===== config.mk =====
export PLATFORM = sky130hd
export DESIGN_NAME = mem_stage_access
export DESIGN_NICKNAME = d
export VERILOG_FILES = /design/src/rtl/rv_mem_pkg.sv /design/src/rtl/mem_lane_align.sv /design/src/rtl/mem_stage_access.sv
export SDC_FILE = /design/constraint.sdc
export NUM_CORES = 1
export LEC_CHECK = 0
export BUFFER_PORTS_ARGS = -buffer_cell sky130_fd_sc_hd__buf_4
export CAP_MARGIN = 5
export CORE_AREA = 2 2 126 128
export DETAILED_ROUTE_END_ITERATION = 10
export DIE_AREA = 0 0 128 130
export MAX_ROUTING_LAYER = met4
export PLACE_DENSITY = 0.69
export SYNTH_ARGS = -nofsm -noshare
export SYNTH_HDL_FRONTEND = slang
export SYNTH_SLANG_ARGS = --single-unit

===== constraint.sdc =====
create_clock -name clk -period 2 [get_ports clk]
set_input_delay 0 -clock clk [delete_from_list [all_inputs] [get_ports clk]]
set_output_delay 0 -clock clk [all_outputs]
set_load 0.02 [all_outputs]

===== src/rtl/rv_mem_pkg.sv =====
// Shared types for the RV32I MEM stage: access size/extension modes, writeback
// source select and the memory handshake states.
package rv_mem_pkg;

    typedef enum logic [2:0] {
        AM_B  = 3'b000,
        AM_H  = 3'b001,
        AM_W  = 3'b010,
        AM_BU = 3'b100,
        AM_HU = 3'b101
    } addr_mode_e;

    typedef enum logic [1:0] {
        RS_ALU = 2'b00,
        RS_MEM = 2'b01,
        RS_PC4 = 2'b10
    } result_src_e;

    typedef enum logic {
        MS_IDLE = 1'b0,
        MS_WAIT = 1'b1
    } mem_state_e;

    // Halfword needs a[0]==0; word and the reserved modes (treated as word) need a[1:0]==0.
    function automatic logic is_misaligned(input logic [2:0] mode, input logic [1:0] a);
        logic mis;
        case (mode)
            AM_B, AM_BU: mis = 1'b0;
            AM_H, AM_HU: mis = a[0];
            default:     mis = (a != 2'b00);
        endcase
        return mis;
    endfunction

endpackage


===== src/rtl/mem_lane_align.sv =====
// Store byte-enable/lane replication and load byte/half extract with sign/zero extend.
// Purely combinational, zero latency, no flow control.
module mem_lane_align
    import rv_mem_pkg::*;
(
    input  logic [2:0]  mode_i,
    input  logic [1:0]  addr_lo_i,
    input  logic [31:0] st_data_i,
    input  logic [31:0] ld_word_i,
    output logic [3:0]  st_be_o,
    output logic [31:0] st_data_o,
    output logic [31:0] ld_data_o
);

    logic [7:0]  ld_byte;
    logic [15:0] ld_half;

    always_comb begin
        ld_byte = ld_word_i[7:0];
        case (addr_lo_i)
            2'd1:    ld_byte = ld_word_i[15:8];
            2'd2:    ld_byte = ld_word_i[23:16];
            2'd3:    ld_byte = ld_word_i[31:24];
            default: ld_byte = ld_word_i[7:0];
        endcase
        ld_half = addr_lo_i[1] ? ld_word_i[31:16] : ld_word_i[15:0];
    end

    // mode_i[2] distinguishes the unsigned load variants (BU/HU).
    always_comb begin
        st_be_o   = 4'hF;
        st_data_o = st_data_i;
        ld_data_o = ld_word_i;
        case (mode_i)
            AM_B, AM_BU: begin
                st_be_o   = 4'b0001 << addr_lo_i;
                st_data_o = {4{st_data_i[7:0]}};
                ld_data_o = mode_i[2] ? {24'h0, ld_byte} : {{24{ld_byte[7]}}, ld_byte};
            end
            AM_H, AM_HU: begin
                st_be_o   = addr_lo_i[1] ? 4'b1100 : 4'b0011;
                st_data_o = {2{st_data_i[15:0]}};
                ld_data_o = mode_i[2] ? {16'h0, ld_half} : {{16{ld_half[15]}}, ld_half};
            end
            default: begin
                st_be_o   = 4'hF;
                st_data_o = st_data_i;
                ld_data_o = ld_word_i;
            end
        endcase
    end

endmodule


===== src/rtl/mem_stage_access.sv =====
// RV32I MEM stage: data-memory req/ack access, lane alignment, MEM->WB register (1 cycle).
// Stalls upstream while a request is outstanding; MEM_STAGE_MISALIGN_EN enables misalign trapping.
module mem_stage_access
    import rv_mem_pkg::*;
#(
    parameter int WIDTH = 32
) (
    input  logic             clk,
    input  logic             rst,
    input  logic [WIDTH-1:0] ALUResultM,
    input  logic [WIDTH-1:0] WriteDataM,
    input  logic [WIDTH-1:0] PCPlus4M,
    input  logic [4:0]       RdM,
    input  logic             RegWriteM,
    input  logic [1:0]       ResultSrcM,
    input  logic             MemWriteM,
    input  logic [2:0]       AddrModeM,
    output logic             dmem_req,
    output logic             dmem_we,
    output logic [WIDTH-1:0] dmem_addr,
    output logic [WIDTH-1:0] dmem_wdata,
    output logic [3:0]       dmem_be,
    input  logic             dmem_ack,
    input  logic [WIDTH-1:0] dmem_rdata,
    output logic             StallM,
    output logic             RegWriteW,
    output logic [1:0]       ResultSrcW,
    output logic [WIDTH-1:0] ALUResultW,
    output logic [WIDTH-1:0] ReadDataW,
    output logic [WIDTH-1:0] PCPlus4W,
    output logic [4:0]       RdW,
    output logic             MisalignW
);

    mem_state_e       state_q, state_d;
    logic             access;
    logic             misalign;
    logic [3:0]       st_be;
    logic [WIDTH-1:0] st_wdata;
    logic [WIDTH-1:0] ld_data;

    assign access = MemWriteM | (ResultSrcM == RS_MEM);

`ifdef MEM_STAGE_MISALIGN_EN
    assign misalign = access & is_misaligned(AddrModeM, ALUResultM[1:0]);
`else
    assign misalign = 1'b0;
`endif

    mem_lane_align u_align (
        .mode_i    (AddrModeM),
        .addr_lo_i (ALUResultM[1:0]),
        .st_data_i (WriteDataM),
        .ld_word_i (dmem_rdata),
        .st_be_o   (st_be),
        .st_data_o (st_wdata),
        .ld_data_o (ld_data)
    );

    assign dmem_addr  = {ALUResultM[WIDTH-1:2], 2'b00};
    assign dmem_wdata = st_wdata;
    assign dmem_be    = MemWriteM ? st_be : 4'hF;
    assign dmem_we    = dmem_req & MemWriteM;

    // Request/stall are suppressed during reset so an abandoned access drops req immediately.
    always_comb begin
        state_d  = state_q;
        dmem_req = 1'b0;
        StallM   = 1'b0;
        if (!rst) begin
            case (state_q)
                MS_IDLE: begin
                    if (access && !misalign) begin
                        dmem_req = 1'b1;
                        if (!dmem_ack) begin
                            StallM  = 1'b1;
                            state_d = MS_WAIT;
                        end
                    end
                end
                MS_WAIT: begin
                    dmem_req = 1'b1;
                    if (dmem_ack) begin
                        state_d = MS_IDLE;
                    end else begin
                        StallM = 1'b1;
                    end
                end
                default: state_d = MS_IDLE;
            endcase
        end
    end

    always_ff @(posedge clk) begin
        if (rst) begin
            state_q <= MS_IDLE;
        end else begin
            state_q <= state_d;
        end
    end

    always_ff @(posedge clk) begin
        if (rst) begin
            RegWriteW  <= 1'b0;
            ResultSrcW <= 2'b00;
            ALUResultW <= '0;
            ReadDataW  <= '0;
            PCPlus4W   <= '0;
            RdW        <= 5'd0;
            MisalignW  <= 1'b0;
        end else if (StallM) begin
            RegWriteW <= 1'b0;
            RdW       <= 5'd0;
            MisalignW <= 1'b0;
        end else begin
            RegWriteW  <= RegWriteM & ~misalign;
            RdW        <= misalign ? 5'd0 : RdM;
            ResultSrcW <= ResultSrcM;
            ALUResultW <= ALUResultM;
            ReadDataW  <= ld_data;
            PCPlus4W   <= PCPlus4M;
            MisalignW  <= misalign;
        end
    end

endmodule


==> impl_results.md, run 1 <==
* Hold violation count in the final report at 0
* Static leakage power at 0.00391 uW
* Routability cong. at between 0.8 and 0.9
* DRC Markers at 0
* Post-CTS resize count at 0
* Fin. max-slew vios at 0
* Area of the core at 0.0154 sq mm
* Worst slew pin tran at 0.642 ns
* Root Buffer: clkbuf_16
* Syn Inst Count at 600
* GRT Resource Usage Total at 21.8%
* PortBufs at between 300 and 400
* Cts hold-fix bufs at 74
* Post-route design area at 0.00820 sq mm
* Die ar. at approximately 0.017 sq mm
* Avg WL per Cell at roughly 17 um
* Clock-pin slew on the worst setup and hold paths at approximately 0.07 ns
* Worst path required time at 2.27 ns
* Avg Synthesized Cell Area at 8.31 sq um
* Worst Clk Skew at around 0.013 ns
* Status: completed
* CP max FO at 18
* Slew headroom at 57.1%
* Unrepaired setup endpoints after global routing: false
* R2R Setup Slk at approximately 0.42 ns
* # rows at 46
* Via count at roughly 5400
* Layout cells sized above 1 at between 30% and 40%
* Register Area at 0.00210 sq mm
* Antenna violations before repair at 1
* Mapped cell area at about 0.0050 sq mm
* Max Buffers Root-to-Sink at 2
* Most frequent cells in the layout: buf_4, nand2_1, dfxtp_1
* Max_cap viols at 0
* Horiz. Die Dim at 128 um
* VDD IR-drop max at 0.387 mV
* Final Setup Violations at 0
* Total Routed Length at 18600 um
* DRT antenna net count at 0
* Area of the multi-input gates at between 0.002 and 0.0025 sq mm
* Register bit total from synthesis at 105
* Worst hold path type: primary input to flip-flop
* Period minus WS final at 1.74 ns
* Final setup TNS at 0 ns
* Hold path depth at 2
* Vias in the first global route at 5289
* First-pass GRT wire length at 27400 um
* Area Growth Syn to Fin at 64.5%
* Startpoint types: primary input
* Crit path DAT at between 2 and 2.5 ns
* Clk sinks at between 100 and 150
* Nets@finish at 1071
* CTS tree: yes
* Period utilization at just under 90%
* CTS H-tree depth at 3
* Post-CTS Setup Bufs at 0
* Die Height at roughly 130 um
* Initial core utilization at 32.3%
* Worst skew pair latency at 0.36 ns
* Total congestion overflow at 0
* DR pass1 iterations at 4
* Element type at the critical path end: flip-flop
* I/O pins at 319
* Pin count of the biggest net entering global routing at 57
* First DRT Iteration DRCs at 257
* Via density at 4.76
* Synth cell types at 34
* Placed instance area at 0.00717 sq mm
* FILL cells at around 1400
* Most common cell after layout, fill and taps aside: buf_4
* Post-synthesis sequential area ratio at a little over two fifths
* Warnings, synthesis at 0
* Hold Slack at 0.00935 ns
* Fmax at approximately 570 MHz
* CTS Buf Count at 9
* Critical path class: primary input to flip-flop
* Post-DP HPWL at between 10000 and 15000 um
* Power Density at 698 mW/mm^2
* Cell depth of the worst flop-to-flop path at 5
cell type report:
class	count	share of cell area [%]
sequential	105	25.6
inverter	2	0.0915
tap	192	2.93
timing repair buffer	402	39.2
antenna	1	0.0305
clock inverter	5	0.747
multi-input combinational	408	28.5
clock buffer	11	2.84
flip-flops by register name, indices dropped and copies added (netlist names):
signal and flops:
RegWriteW 1, ReadDataW 32, PCPlus4W 32, state_q 1, ResultSrcW 2, ALUResultW 32
RdW 5
final timing paths:
check | startpoint | to
setup / recovery | ResultSrcM[1] | ALUResultW[22]
hold / removal | rst | ReadDataW[3]
setup reg to reg | state_q | ALUResultW[22]
hold reg to reg | ALUResultW[7] | ALUResultW[7]
layer usage:
metal	up-vias	part of all wire (%)	GRT usage, %
li1	2636	-	-
met1	2463	38	23.1
met2	243	52	39.9
met3	20	7.5	5.04
met4	0	2.0	8.02
met5	-	0	-
critical path, stage by stage:
cell           delay, ns
dlygate4sd3_1       0.56
buf_4               0.14
nand2b_4            0.17
a21oi_4             0.55
buf_4               0.35
nand2_1             0.10
a21oi_1             0.14
kinds of logic after synthesis:
family	synth area share, %
simple gates	18.0
compound gates	18.3
flops	42.1
buf+inv	11.4
mux	10.1
other cells	0.0752
power by group:
part	leakage, uW	switching, uW	internal, uW
Sequential	0.000869	77.6	2240
Combinational	0.00289	847	772
Clock	0.000145	805	984
cell usage after synthesis:
cell type	number	area, sq um
nand2_1	145	544
dfxtp_1	105	2100
a21oi_1	76	380
buf_4	47	353
mux2i_1	28	280
o21ai_0	27	135
and2_1	22	138
buf_2	21	105
nor2_1	19	71.3
mux2_2	16	180
clkbuf_1	15	56.3
a211oi_1	12	90.1
a22oi_1	11	82.6
a22o_1	9	78.8
nand3_1	6	30.0
nor2b_1	6	37.5
a211oi_2	5	62.6
a21o_1	5	37.5
mux2_1	4	45.0
a31o_1	3	26.3
buf_6	3	33.8
inv_1	2	7.51
nor2_2	2	12.5
a21oi_2	1	8.76
a221oi_1	1	8.76
buf_8	1	15.0
conb_1	1	3.75
nand2b_1	1	6.26
nand2b_4	1	13.8
nand4b_1	1	8.76
nor2b_2	1	8.76
nor3_1	1	5.00
nor3b_1	1	7.51
nor3b_2	1	12.5
through the flow:
stage	setup slack, ns	instances	utilization, %	power, uW
after global placement	0.475	1035	46.5	3850
after global routing	0.156	1126	53.2	5960
after detailed placement	0.455	1035	46.5	3870
after CTS	0.306	1125	53.2	5770
final	0.255	1126	53.2	5730
after floorplan	0.516	602	-	3180
(Power assumes the default switching activity.)
==> run 2: changes to the inputs <==
- SETUP_SLACK_MARGIN: default -> 0.4
- SLEW_MARGIN: default -> 20
==> impl_results.md, run 2 (same netlist as run 1, synthesis figures left out) <==
* Final setup TNS at 0 ns (unchanged)
* Worst slew pin tran at 0.625 ns (was 0.642 ns)
* Area Growth Syn to Fin at 66.2% (was 64.5%)
* DR pass1 iterations at 4 (unchanged)
* Hold Path Sink: ReadDataW[2] (was ReadDataW[3])
* Critical Path, Cell by Cell: dlygate4sd3_1, buf_4, mux2i_1, mux2i_1, a21oi_4, a211oi_1 (was dlygate4sd3_1, buf_4, nand2b_4, a21oi_4, buf_4, nand2_1, a21oi_1)
* Routability cong. at 0.809 (unchanged)
* Register Area at 0.00210 sq mm (unchanged)
* Max stage delay cell, worst path: dlygate4sd3_1 (unchanged)
* CTS H-tree depth at 3 (unchanged)
* Status: completed (unchanged)
* Startpoint types: primary input (unchanged)
* Die Height at 130 um (unchanged)
* Hold violation count in the final report at 0 (unchanged)
* Layout cells sized above 1 at 40.5% (was 39.8%)
* FILL cells at 1387 (was 1388)
* Clock-pin slew on the worst setup and hold paths at 0.07 ns (about the same)
* Via density at 4.77 (was 4.76)
* Slew headroom at 58.3% (was 57.1%)
* Post-DP HPWL at 13300 um (unchanged)
* Root Buffer: clkbuf_16 (unchanged)
* Area of the multi-input gates at 0.00237 sq mm (was 0.00234 sq mm)
* CTS tree: yes (unchanged)
* Reg2reg start: state_q (unchanged)
* Power Density at 695 mW/mm^2 (was 698 mW/mm^2)
* # rows at 46 (unchanged)
* Unrepaired setup endpoints after global routing: false (unchanged)
* Fmax at 676 MHz (was 573 MHz)
* R2R Setup Slk at 0.52 ns (was 0.42 ns)
* Worst hold path type: primary input to flip-flop (unchanged)
* Element type at the critical path end: flip-flop (unchanged)
* CP dominant cell by count: mux2i_1 (was buf_4)
* First-pass GRT wire length at 27300 um (was 27400 um)
* Reg2reg end: ALUResultW[15] (was ALUResultW[22])
* Period utilization at 74.0% (was 87.2%)
* First DRT Iteration DRCs at 253 (was 257)
* Fin. max-slew vios at 0 (unchanged)
* Critical path class: primary input to flip-flop (unchanged)
* Die ar. at 0.0166 sq mm (unchanged)
* Cell family with most CP delay: buffers and inverters (unchanged)
* Total congestion overflow at 0 (unchanged)
* Worst skew pair latency at 0.36 ns (about the same)
* Antenna violations before repair at 1 (unchanged)
* CP peak stage delay at 0.53 ns (was 0.56 ns)
* CTS Buf Count at 9 (unchanged)
* Top flop regs: ALUResultW x32, PCPlus4W x32, ReadDataW x32 (unchanged)
* GRT Resource Usage Total at 21.8% (about the same)
* Worst Clk Skew at 0.0129 ns (was 0.0131 ns)
* Initial core utilization at 32.3% (unchanged)
* Final Setup Violations at 0 (unchanged)
* Total Routed Length at 18900 um (was 18600 um)
* Crit path buf inv count at 2 (was 3)
* Crit path DAT at 1.70 ns (was 2.02 ns)
* Static leakage power at 0.00395 uW (was 0.00391 uW)
* Nets@finish at 1079 (was 1071)
* Pin count of the biggest net entering global routing at 57 (unchanged)
* Horiz. Die Dim at 128 um (unchanged)
* Most frequent cells in the layout: buf_4, nand2_1, dfxtp_1 (unchanged)
* Worst path required time at 2.22 ns (was 2.27 ns)
* Area of the core at 0.0154 sq mm (unchanged)
* Clk sinks at 105 (unchanged)
* Vias in the first global route at 5255 (was 5289)
* Max Buffers Root-to-Sink at 2 (unchanged)
* Hold_sp: dmem_rdata[2] (was rst)
* Avg WL per Cell at 16.7 um (was 16.5 um)
* Max_cap viols at 0 (unchanged)
* Final core utilization at 53.8% (was 53.2%)
* DRC Markers at 0 (unchanged)
* PortBufs at 315 (unchanged)
* Cell depth of the worst flop-to-flop path at 5 (unchanged)
* CP max FO at 15 (was 18)
* DRT antenna net count at 0 (unchanged)
* VDD IR-drop max at 0.398 mV (was 0.387 mV)
* Hold path depth at 3 (was 2)
* Most common cell after layout, fill and taps aside: buf_4 (unchanged)
* I/O pins at 319 (unchanged)
* Via count at 5411 (was 5362)
* Period minus WS final at 1.48 ns (was 1.74 ns)
-- run 2: cell count changes in the layout (fill, tap and decap cells not counted) --
cell,delta
a21o_2,+1
a21oi_2,-1
inv_1,-1
a211oi_1,-1
a211oi_2,+1
a21oi_4,+1
nor2b_2,-1
buf_4,+7
nor2_2,-1
clkinvlp_4,+1
nor2b_4,+1
nor2_4,+1
-- run 2: report_power, final --
| group | total (uW) | leakage (uW) | switching, uW | internal (uW) |
|---|---|---|---|---|
| Combinational | 1650 | 0.00293 | 860 | 788 |
| Sequential | 2320 | 0.000869 | 77.8 | 2240 |
| Clock | 1790 | 0.000145 | 809 | 984 |
-- run 2: cell type report --
type / count / share of cell area [%]
Tap cell: 192 / 2.90
Timing Repair Buffer: 409 / 39.4
Sequential cell: 105 / 25.4
Inverter: 2 / 0.136
Multi-Input combinational cell: 409 / 28.6
Clock buffer: 11 / 2.81
Clock inverter: 5 / 0.739
Antenna cell: 1 / 0.0302
-- run 2: worst min-delay path, stage by stage --
cell      delay (ns)
buf_4           0.12
a21oi_1         0.13
a211oi_1        0.07
-- run 2: routing by layer --
layer | vias up | global-route usage, % | wire [um]
li1 | 2656 | - | -
met4 | 0 | 8.27 | 401
met2 | 232 | 39.3 | 9800
met5 | - | - | 0
met1 | 2501 | 23.1 | 7260
met3 | 22 | 5.25 | 1450
-- run 2: stage by stage --
stage	instance area, sq um	hold slack [ns]	setup WS [ns]	instances	power (uW)
finish	8290	0.0115	0.520	1134	5760
global route	8290	0.0289	0.397	1134	5990
CTS	8200	0.000632	0.410	1125	5770
detailed placement	7170	0.208	0.455	1035	3870
global placement	7170	0.207	0.475	1035	3850
floorplan	5000	0.0981	0.516	602	3180
-- run 2: how the worst max path moves through the flow --
stage / cells after the start / end / startpoint / slack (ns)
floorplan: 4 / ReadDataW[10] / state_q / 0.52
CTS: 7 / dmem_be[0] / ALUResultM[1] / 0.41
global route: 5 / PCPlus4W[2] / state_q / 0.40
detailed placement: 5 / ALUResultW[15] / state_q / 0.46
global placement: 5 / ReadDataW[2] / AddrModeM[0] / 0.47
finish: 6 / ReadDataW[15] / ALUResultM[1] / 0.52
-- run 2: repair_timing --
action,CTS,global route
buffers inserted,0,7
endpoints found under the setup margin,0,76
hold buffers,74,0
resized for setup,0,5
endpoints found under the hold margin,74,0
==> run 3: changes to the inputs <==
- ABC_AREA: default -> 1
- CORE_AREA: 2 2 126 128 -> 2 2 122 124
- DIE_AREA: 0 0 128 130 -> 0 0 124 126
- PLACE_DENSITY: 0.69 -> 0.74
- clock period: 2 -> 1.45 ns (I/O delays scaled with it)
==> impl_results.md, run 3 <==
* Status: completed (unchanged)
* Power Total at 8470 uW (was 5760 uW)
* Number of synthesized flops with an enable pin at 0 (unchanged)
* Initial core utilization at 35.4% (was 32.3%)
* Warnings, synthesis at 0 (unchanged)
* Most common cell after layout, fill and taps aside: nand2_1 (was buf_4)
* Synth cell types at 28 (was 34)
* Count leader, synth: nand2_1 (unchanged)
* Share of the synthesized area in the top cell type at 41.4% (was 42.1%)
* Area Growth Syn to Fin at 82.0% (was 66.2%)
* Slew headroom at 61.2% (was 58.3%)
* Horiz. Die Dim at 124 um (was 128 um)
* Worst path required time at 1.75 ns (was 2.22 ns)
* Worst hold path type: primary input to flip-flop (unchanged)
* Startpoint types: flip-flop (was primary input)
* Max_cap viols at 0 (unchanged)
* Hold path depth at 3 (unchanged)
* Unrepaired setup endpoints after global routing: true (was false)
* Synth Flop Type: dfxtp_1 (unchanged)
* First-pass GRT wire length at 30400 um (was 27300 um)
* First DRT Iteration DRCs at 435 (was 253)
* Cell depth of the worst flop-to-flop path at 10 (was 5)
* CTS Buf Count at 9 (unchanged)
* FILL cells at 1209 (was 1387)
* Root Buffer: clkbuf_16 (unchanged)
* Layout cells sized above 1 at 39.1% (was 40.5%)
* CTS tree: yes (unchanged)
* Synth cell count leaders: nand2_1, dfxtp_1, inv_1 (was nand2_1, dfxtp_1, a21oi_1)
* Die Height at 126 um (was 130 um)
* DR pass1 iterations at 5 (was 4)
* Avg Synthesized Cell Area at 6.51 sq um (was 8.31 sq um)
* Pin count of the biggest net entering global routing at 36 (was 57)
* Static leakage power at 0.00523 uW (was 0.00395 uW)
* GRT Resource Usage Total at 26.0% (was 21.8%)
* Post-DP HPWL at 13200 um (was 13300 um)
* Top flop regs: ALUResultW x32, PCPlus4W x32, ReadDataW x32 (unchanged)
* Post-synth top area cell: dfxtp_1 (unchanged)
* DRT antenna net count at 0 (unchanged)
* Element type at the critical path end: flip-flop (unchanged)
* Routability cong. at 0.917 (was 0.809)
* Hold violation count in the final report at 0 (unchanged)
* Vias in the first global route at 6063 (was 5255)
* I/O pins at 319 (unchanged)
* Via density at 4.64 (was 4.77)
* Period utilization at between 80 and 90%
* Final setup TNS at 0 ns (unchanged)
* Worst skew pair latency at 0.35 ns (was 0.36 ns)
* Clk sinks at 105 (unchanged)
* DRC Markers at 0 (unchanged)
* Fin. max-slew vios at 0 (unchanged)
* Max Buffers Root-to-Sink at 2 (unchanged)
* Avg WL per Cell at 15.8 um (was 16.7 um)
* PortBufs at 315 (unchanged)
* Final core utilization at 64.5% (was 53.8%)
* Period minus WS final at roughly 1.3 ns
* Total congestion overflow at 0 (unchanged)
* Critical path class: flip-flop to flip-flop (was primary input to flip-flop)
* Antenna violations before repair at 1 (unchanged)
* Worst Clk Skew at 0.00712 ns (was 0.0129 ns)
* Area of the core at 0.0143 sq mm (was 0.0154 sq mm)
* CTS H-tree depth at 3 (unchanged)
* Fmax at between 700 and 800 MHz
* Synth top area cells: dfxtp_1, nand2_1, buf_4 (was dfxtp_1, nand2_1, a21oi_1)
* Crit path DAT at 1.57 ns (was 1.70 ns)
* Register bit total from synthesis at 105 (unchanged)
* Syn Inst Count at 779 (was 600)
* CP max FO at 7 (was 15)
* Post-synthesis sequential area ratio at 41.4% (was 42.1%)
* Most frequent cells in the layout: nand2_1, buf_4, dfxtp_1 (was buf_4, nand2_1, dfxtp_1)
* Fraction of registers with async set/reset at 0% (unchanged)
* Via count at 6212 (was 5411)
* Total Routed Length at 21100 um (was 18900 um)
* # rows at 44 (was 46)
* VDD IR-drop max at 0.689 mV (was 0.398 mV)
* Power Density at 917 mW/mm^2 (was 695 mW/mm^2)
* Nets@finish at 1292 (was 1079)
* Worst slew pin tran at 0.581 ns (was 0.625 ns)
* Mapped cell area at 0.00507 sq mm (was 0.00499 sq mm)
* Clock-pin slew on the worst setup and hold paths at 0.07 ns (about the same)
* Die ar. at 0.0156 sq mm (was 0.0166 sq mm)
* Final Setup Violations at 0 (unchanged)
-- run 3: timing repair --
| item | 4_1_cts | 5_1_grt |
|---|---|---|
| endpoints found under the setup margin | 119 | 122 |
| gates cloned | 7 | 4 |
| resized for setup | 44 | 61 |
| setup buffers | 12 | 3 |
| hold endpoints to repair | 74 | 0 |
| hold buffers | 78 | 0 |
| pin swaps | 4 | 36 |
-- run 3: layout make-up --
cell class | instances | area (sq um) | share of cell area [%]
antenna | 1 | 2.50 | 0.0271
tap | 184 | 230 | 2.49
sequential | 105 | 2100 | 22.8
timing repair buffer | 434 | 3830 | 41.5
inverter | 67 | 275 | 2.98
clock inverter | 4 | 56.3 | 0.610
clock buffer | 12 | 267 | 2.89
multi-input combinational | 532 | 2460 | 26.7
-- run 3: worst paths after layout --
check	start	to	slack [ns]
min	ALUResultM[0]	ALUResultW[0]	0.04
max reg2reg	state_q	ALUResultW[25]	0.17
max	state_q	ALUResultW[25]	0.17
min reg2reg	ResultSrcW[1]	ResultSrcW[1]	0.46
-- run 3: where the power goes --
part / internal [uW] / total, uW / switching (uW)
sequential: 3100 / 3230 / 130
combinational: 1240 / 2610 / 1370
clock: 1500 / 2620 / 1120
total: 5850 / 8470 / 2620
-- run 3: layer usage --
metal,wire length [um],GRT usage [%],vias to the layer above
li1,-,-,3036
met1,7880,27.9,2819
met2,11100,45.2,297
met3,1340,5.03,60
met4,784,12.8,0
met5,0,-,-
-- run 3: stage by stage --
step / cells / instance area (sq um) / hold WS [ns] / worst slack [ns]
final: 1339 / 9230 / 0.0392 / 0.171
after global routing: 1339 / 9230 / 0.0702 / 0.0932
after CTS: 1331 / 8870 / 0.00659 / 0.159
after detailed placement: 1218 / 7330 / 0.190 / 0.134
after global placement: 1218 / 7330 / 0.186 / 0.185
after floorplan: 781 / 5130 / 0.0798 / 0.371
-- run 3: critical path: stages (launching register included) --
cell     delay, ns
dfxtp_2       0.32
nor2_2        0.09
o21ai_2       0.08
buf_4         0.14
nand2_4       0.08
nand2_8       0.08
inv_12        0.11
buf_12        0.11
buf_16        0.12
nand2_2       0.05
nand2_1       0.04
-- run 3: kinds of logic (layout without fill, tap and decap cells) --
| family | Yosys count | in the layout | share of synthesized area (%) |
|---|---|---|---|
| simple gates | 503 | 503 | 39.8 |
| buf+inv | 144 | 517 | 15.9 |
| flops | 105 | 105 | 41.4 |
| compound gates | 26 | 26 | 2.79 |
| other cells | 1 | 4 | 0.0739 |
